===== src/rtl/seg_display_driver_pkg.sv =====
// seg_display_driver_pkg: FSM encoding, segment patterns and BCD helper for the display driver
package seg_display_driver_pkg;
  localparam logic [1:0] IDLE   = 2'd0;
  localparam logic [1:0] SHIFT  = 2'd1;
  localparam logic [1:0] COMMIT = 2'd2;
  localparam logic [6:0] SEG_BLANK = 7'b1111111;
  localparam logic [6:0] SEG_DASH  = 7'b0111111;
  localparam logic [9:0][6:0] SEG_DIGITS = {
    7'b0010000, 7'b0000000, 7'b1111000, 7'b0000010, 7'b0010010,
    7'b0011001, 7'b0110000, 7'b0100100, 7'b1111001, 7'b1000000
  };
  localparam logic [31:0] MAX_DISP = 32'd9999;
  localparam logic [3:0]  LAST_BIT = 4'd13;
  function automatic logic [15:0] bcd_adjust(input logic [15:0] b);
    logic [15:0] r;
    for (int i = 0; i < 4; i++)
      r[4*i+:4] = (b[4*i+:4] >= 4'd5) ? b[4*i+:4] + 4'd3 : b[4*i+:4];
    return r;
  endfunction
endpackage


===== src/rtl/seg_display_driver_seg7_decode.sv =====
// seg7_decode: active-low {g..a} pattern for a BCD digit; non-decimal codes go blank
module seg7_decode
  import seg_display_driver_pkg::*;
(
  input  logic [3:0] digit,
  output logic [6:0] seg
);
  assign seg = (digit <= 4'd9) ? SEG_DIGITS[digit] : SEG_BLANK;
endmodule


===== src/rtl/seg_display_driver.sv =====
// seg_display_driver: converts a 32-bit value to BCD by double-dabble and scans it onto a
// 4-digit multiplexed 7-segment display, showing dashes when the value exceeds 9999
module seg_display_driver
  import seg_display_driver_pkg::*;
#(
  parameter int REFRESH_DIV = 100000,
  parameter bit BLANK_LZ    = 1'b1
) (
  input  logic        clk,
  input  logic        reset,
  input  logic [31:0] disp_data,
  output logic [3:0]  an,
  output logic [6:0]  seg,
  output logic        dp,
  output logic        busy
);
  localparam int RW = $clog2(REFRESH_DIV);
  localparam logic [RW-1:0] REF_LAST = RW'(REFRESH_DIV - 1);
  logic [1:0]    state_q, state_d;
  logic [3:0]    cnt_q, cnt_d;
  logic [31:0]   cap_q, cap_d, last_q, last_d;
  logic [13:0]   sh_q, sh_d;
  logic [15:0]   bcd_q, bcd_d, dig_q, dig_d, adj;
  logic          ovf_q, ovf_d;
  logic [RW-1:0] ref_q, ref_d;
  logic [1:0]    sel_q, sel_d;
  logic [6:0]    seg_q, seg_d, dec_seg;
  logic [3:0]    cur_digit;
  logic          lead_zero;
  // cap_q stays intact for last_val/ovf while sh_q is consumed by the shifter
  always_comb begin
    state_d = state_q;
    cnt_d   = cnt_q;
    cap_d   = cap_q;
    last_d  = last_q;
    sh_d    = sh_q;
    bcd_d   = bcd_q;
    dig_d   = dig_q;
    ovf_d   = ovf_q;
    adj     = bcd_adjust(bcd_q);
    case (state_q)
      IDLE: if (disp_data != last_q) begin
        cap_d   = disp_data;
        sh_d    = disp_data[13:0];
        bcd_d   = '0;
        cnt_d   = '0;
        state_d = SHIFT;
      end
      SHIFT: begin
        {bcd_d, sh_d} = {adj, sh_q} << 1;
        cnt_d   = cnt_q + 4'd1;
        state_d = (cnt_q == LAST_BIT) ? COMMIT : SHIFT;
      end
      COMMIT: begin
        dig_d   = bcd_q;
        ovf_d   = cap_q > MAX_DISP;
        last_d  = cap_q;
        state_d = IDLE;
      end
      default: state_d = IDLE;
    endcase
  end
  assign ref_d     = (ref_q == REF_LAST) ? '0 : ref_q + RW'(1);
  assign sel_d     = (ref_q == REF_LAST) ? sel_q + 2'd1 : sel_q;
  assign cur_digit = dig_q[{sel_d, 2'b00} +: 4];
  assign lead_zero = BLANK_LZ && sel_d != 2'd0 && (dig_q >> {sel_d, 2'b00}) == 16'd0;
  assign seg_d     = ovf_q ? SEG_DASH : lead_zero ? SEG_BLANK : dec_seg;
  seg7_decode u_dec (.digit(cur_digit), .seg(dec_seg));
  always_ff @(posedge clk) begin
    if (reset) begin
      state_q <= IDLE;
      cnt_q   <= '0;
      cap_q   <= '0;
      last_q  <= '0;
      sh_q    <= '0;
      bcd_q   <= '0;
      dig_q   <= '0;
      ovf_q   <= 1'b0;
      ref_q   <= '0;
      sel_q   <= '0;
      seg_q   <= SEG_DIGITS[0];
    end else begin
      state_q <= state_d;
      cnt_q   <= cnt_d;
      cap_q   <= cap_d;
      last_q  <= last_d;
      sh_q    <= sh_d;
      bcd_q   <= bcd_d;
      dig_q   <= dig_d;
      ovf_q   <= ovf_d;
      ref_q   <= ref_d;
      sel_q   <= sel_d;
      seg_q   <= seg_d;
    end
  end
  assign an   = ~(4'b0001 << sel_q);
  assign seg  = seg_q;
  assign dp   = 1'b1;
  assign busy = state_q != IDLE;
endmodule


===== config.mk =====
export PLATFORM = sky130hd
export DESIGN_NAME = seg_display_driver
export DESIGN_NICKNAME = d
export VERILOG_FILES = /design/src/rtl/seg_display_driver_pkg.sv /design/src/rtl/seg_display_driver_seg7_decode.sv /design/src/rtl/seg_display_driver.sv
export SDC_FILE = /design/constraint.sdc
export NUM_CORES = 1
export LEC_CHECK = 0
export ABC_AREA = 1
export BUFFER_PORTS_ARGS = -buffer_cell sky130_fd_sc_hd__clkbuf_2
export CAP_MARGIN = 0
export CORE_UTILIZATION = 40
export CTS_BUF_LIST = sky130_fd_sc_hd__clkbuf_4 sky130_fd_sc_hd__clkbuf_8
export DETAILED_ROUTE_END_ITERATION = 7
export GPL_TIMING_DRIVEN = 0
export PLACE_DENSITY_LB_ADDON = 0.15
export SLEW_MARGIN = 0
export SYNTH_ARGS = -nofsm -noshare
export SYNTH_HDL_FRONTEND = slang
export SYNTH_SLANG_ARGS = --single-unit

===== constraint.sdc =====
create_clock -name clk -period 2.5 [get_ports clk]
set_input_delay 0.375 -clock clk [delete_from_list [all_inputs] [get_ports clk]]
set_output_delay 0.375 -clock clk [all_outputs]
set_load 0.005 [all_outputs]

==> impl_metrics.py <==
metrics = {
    "run_status": {
        "status": "completed",
    },
    "yosys": {
        "synth_edf_count": 0,
        "syn_area_per_cell_sq_um": 7.372,
        "synth_xor_area_share_pct": 3.978,
        "syn_area_sq_um": 6605,
        "async_reset_ff_share_pct": 0,
        "synth_top_family_by_area": "simple AND/OR/NAND/NOR gates",
        "synth.distinct_cells": 42,
        "seq_area_frac_synth_pct": 43.34,
        "yosysTopAreaCell": "dfxtp_1",
        "synth_mux_area_share_pct": 0,
        "yosys.area.top_type_share_pct": 43.34,
        "yosys_warnings": 0,
        "synth-compound-area-share_pct": 17.12,
        "synthFlopType": "dfxtp_1",
        "synth_cells": 896,
        "synth-seq-cells": 143,
        "synth.net_count": 945,
        "synthTopCellsByArea": "dfxtp_1 43%, nand2_1 8.8%, a21oi_1 7.9%, o21ai_0 6.5%, nor2_1 5.9%",
        "synthAdderAreaFrac_pct": 2.841,
        "synth-simple-area-share_pct": 24.47,
    },
    "job": {
        "drv_cap": 0,
    },
    "timing": {
        "finalClockSkew_ns": 0.01181,
        "hold_viol_final": 0,
        "grt_setup_unrepaired": "false",
        "fmax_ghz": 0.4533,
        "maxSlewViolCount": 0,
        "holdWs_ns": 0.1719,
        "timing_worst_slew_pin_value_ns": 0.6207,
        "maxSlewHeadroom_pct": 58.62,
        "fin_crit_sh_pct": 88.24,
        "worst_slack_ns": 0.2941,
        "period_needed_ns": 2.206,
        "setup_violations": 0,
        "fin_tns_setup_ns": 0,
    },
    "global_route": {
        "grt_pass1_wl_mm": 25.60,
        "antenna_found_initial": 0,
        "grt_util_all_layers_pct": 19.46,
        "grt_max_degree": 17,
        "overflow": 0,
        "grt_pass1_vias": 5345,
    },
    "detailed_routing": {
        "wire_per_inst_um": 12.93,
        "drc": 0,
        "via_count": 5751,
        "routed_via_density": 4.841,
        "postRouteAntennaNets": 0,
        "dr.pass1.iters": 4,
        "first_iter_violations": 297,
        "wl_mm": 15.37,
    },
    "worst_setup_path": {
        "worst_setup_path_end_kind": "flop",
        "rr_startpoint": "ref_q[0]",
        "cp.required_ns": 2.86,
        "critPathLaunchType": "flop",
        "cp-startpoint": "ref_q[0]",
        "path_class": "flop to flop",
        "worstPathArrival_ns": 2.56,
        "critPathMaxFanout": 10,
    },
    "cts": {
        "h-tree-depth": 4,
        "numCtsBuffers": 17,
        "cts_buffer_depth": 2,
        "holdBufCountCts": 0,
        "cts_root_buf": "clkbuf_8",
        "clk_pin_slew_ns": 0.08,
        "numClockSinks": 143,
        "clk_latency_ns": 0.46,
        "cts_tree": "yes",
        "postCtsSetupBuffers": 0,
    },
    "cells_and_area": {
        "final_cell_count_no_fill": 1188,
        "n_fill_cell": 1677,
        "area_growth_pct": 14.00,
        "finalInstanceArea_sq_um": 7530,
        "final_common_cell": "nand2_1",
        "final_cell_mix": "155 x nand2_1, 143 x dfxtp_1, 104 x nor2_1, 104 x a21oi_1, 86 x o21ai_0",
        "fin_util_pct": 47.06,
        "antennaDiodeCount": 0,
        "drive_gt1_share_pct": 13.37,
        "final_nets": 1008,
    },
    "pwr": {
        "totalPowerFinal_mw": 4.625,
        "power_leakage_nw": 3.155,
        "p_per_area_nw_per_um2": 614.2,
        "ir_drop_mv": 0.3340,
    },
    "worst_hold_path": {
        "worstHoldStart": "disp_data[16]",
        "hold_path.class": "input port to flop",
    },
    "floorplan": {
        "core_sq_um": 16000,
        "rows": 46,
        "dieWidth_um": 130.5,
        "num_io_pins": 47,
        "dieArea_sq_um": 17030,
        "initial_utilization_pct": 41.28,
        "fp.dieH_um": 130.5,
    },
    "place": {
        "place_inst": 1156,
        "place_ws_ns": 0.2064,
        "placed_area_sq_um": 7096,
        "hpwl_mm": 11.08,
        "io_buffer_count": 44,
        "gp_congestion": 0.7704,
    },
}
==> per-layer routing <==
layer  GRT usage (%)  vias to the layer above  share of wire, %
met2           30.41                       81                44
met5               0                        -                 0
met4           6.018                        0               1.3
met3           5.130                       21               3.4
met1           26.17                     2603                51
li1                -                     3046                 -
==> kinds of logic after synthesis <==
kind of cell / after synthesis
simple gates: 360
compound gates: 216
flops: 143
buf+inv: 131
xor+xnor: 30
fa+ha+maj: 15
other cells: 1
==> path summary, 6_finish.rpt <==
path | end | slack (ns) | cells past startpoint
worst min-delay path | cap_q[16] | 0.17 | 3
worst max-delay path | seg[4] | 0.29 | 15
worst max register to register | seg[4] | 0.29 | 15
worst min register to register | ref_q[0] | 0.45 | 1
==> layout make-up <==
cell class	count	area (sq um)	share of cell area (%)
Clock inverter	8	102.6	1.363
Sequential cell	143	2863	38.02
Inverter	88	330.3	4.387
Tap cell	216	270.3	3.589
Multi-Input combinational cell	622	3207	42.59
Buffer	43	212.7	2.825
Timing Repair Buffer	44	220.2	2.925
Clock buffer	24	324.1	4.304
==> repair_timing <==
| item | 4_1_cts | 5_1_grt |
|---|---|---|
| resized for setup | 0 | 3 |
| setup endpoints to repair | 0 | 7 |
| endpoints found under the hold margin | 0 | 0 |
==> synthesized netlist by cell type, types with 3 or more instances <==
cell,instances
clkbuf_1,31
nand2_4,5
inv_1,81
nand3_1,45
a31oi_1,14
buf_6,5
nor2_1,104
dfxtp_1,143
or2_0,3
nor2_2,3
nand3_2,8
nand4_1,5
xor2_1,19
a21oi_1,104
nor3_1,8
xnor2_1,11
inv_2,7
o21ai_1,3
ha_1,15
buf_2,6
nand2_1,155
nand2_2,13
o21ai_0,86
==> sequential cells by signal (all words and copies together), names as in the netlist, 2 cells and up <==
register  cells
cap_q        32
last_q       32
ref_q        17
bcd_q        16
dig_q        16
sh_q         14
seg           7
cnt_q         4
sel_q         2
state_q       2
==> power breakdown <==
group	internal (mW)	switching, mW	total [mW]	leakage [nW]
combinational	0.104	0.203	0.307	1.78
sequential	2.34	0.0368	2.38	1.16
clock	1.06	0.882	1.94	0.215
==> critical path, stage by stage (launching register included) <==
cell     delay [ns]
dfxtp_1        0.36
ha_1           0.17
nand2_1        0.11
nor2_4         0.14
nand2_1        0.06
nor2_1         0.13
nand3_2        0.12
buf_4          0.20
nand3_1        0.12
nand3_2        0.10
nand2_4        0.11
nand2_2        0.08
a21oi_4        0.20
nand3_1        0.10
nand2_1        0.07
inv_1          0.03
No activity file was read; power rests on OpenSTA's default activity.
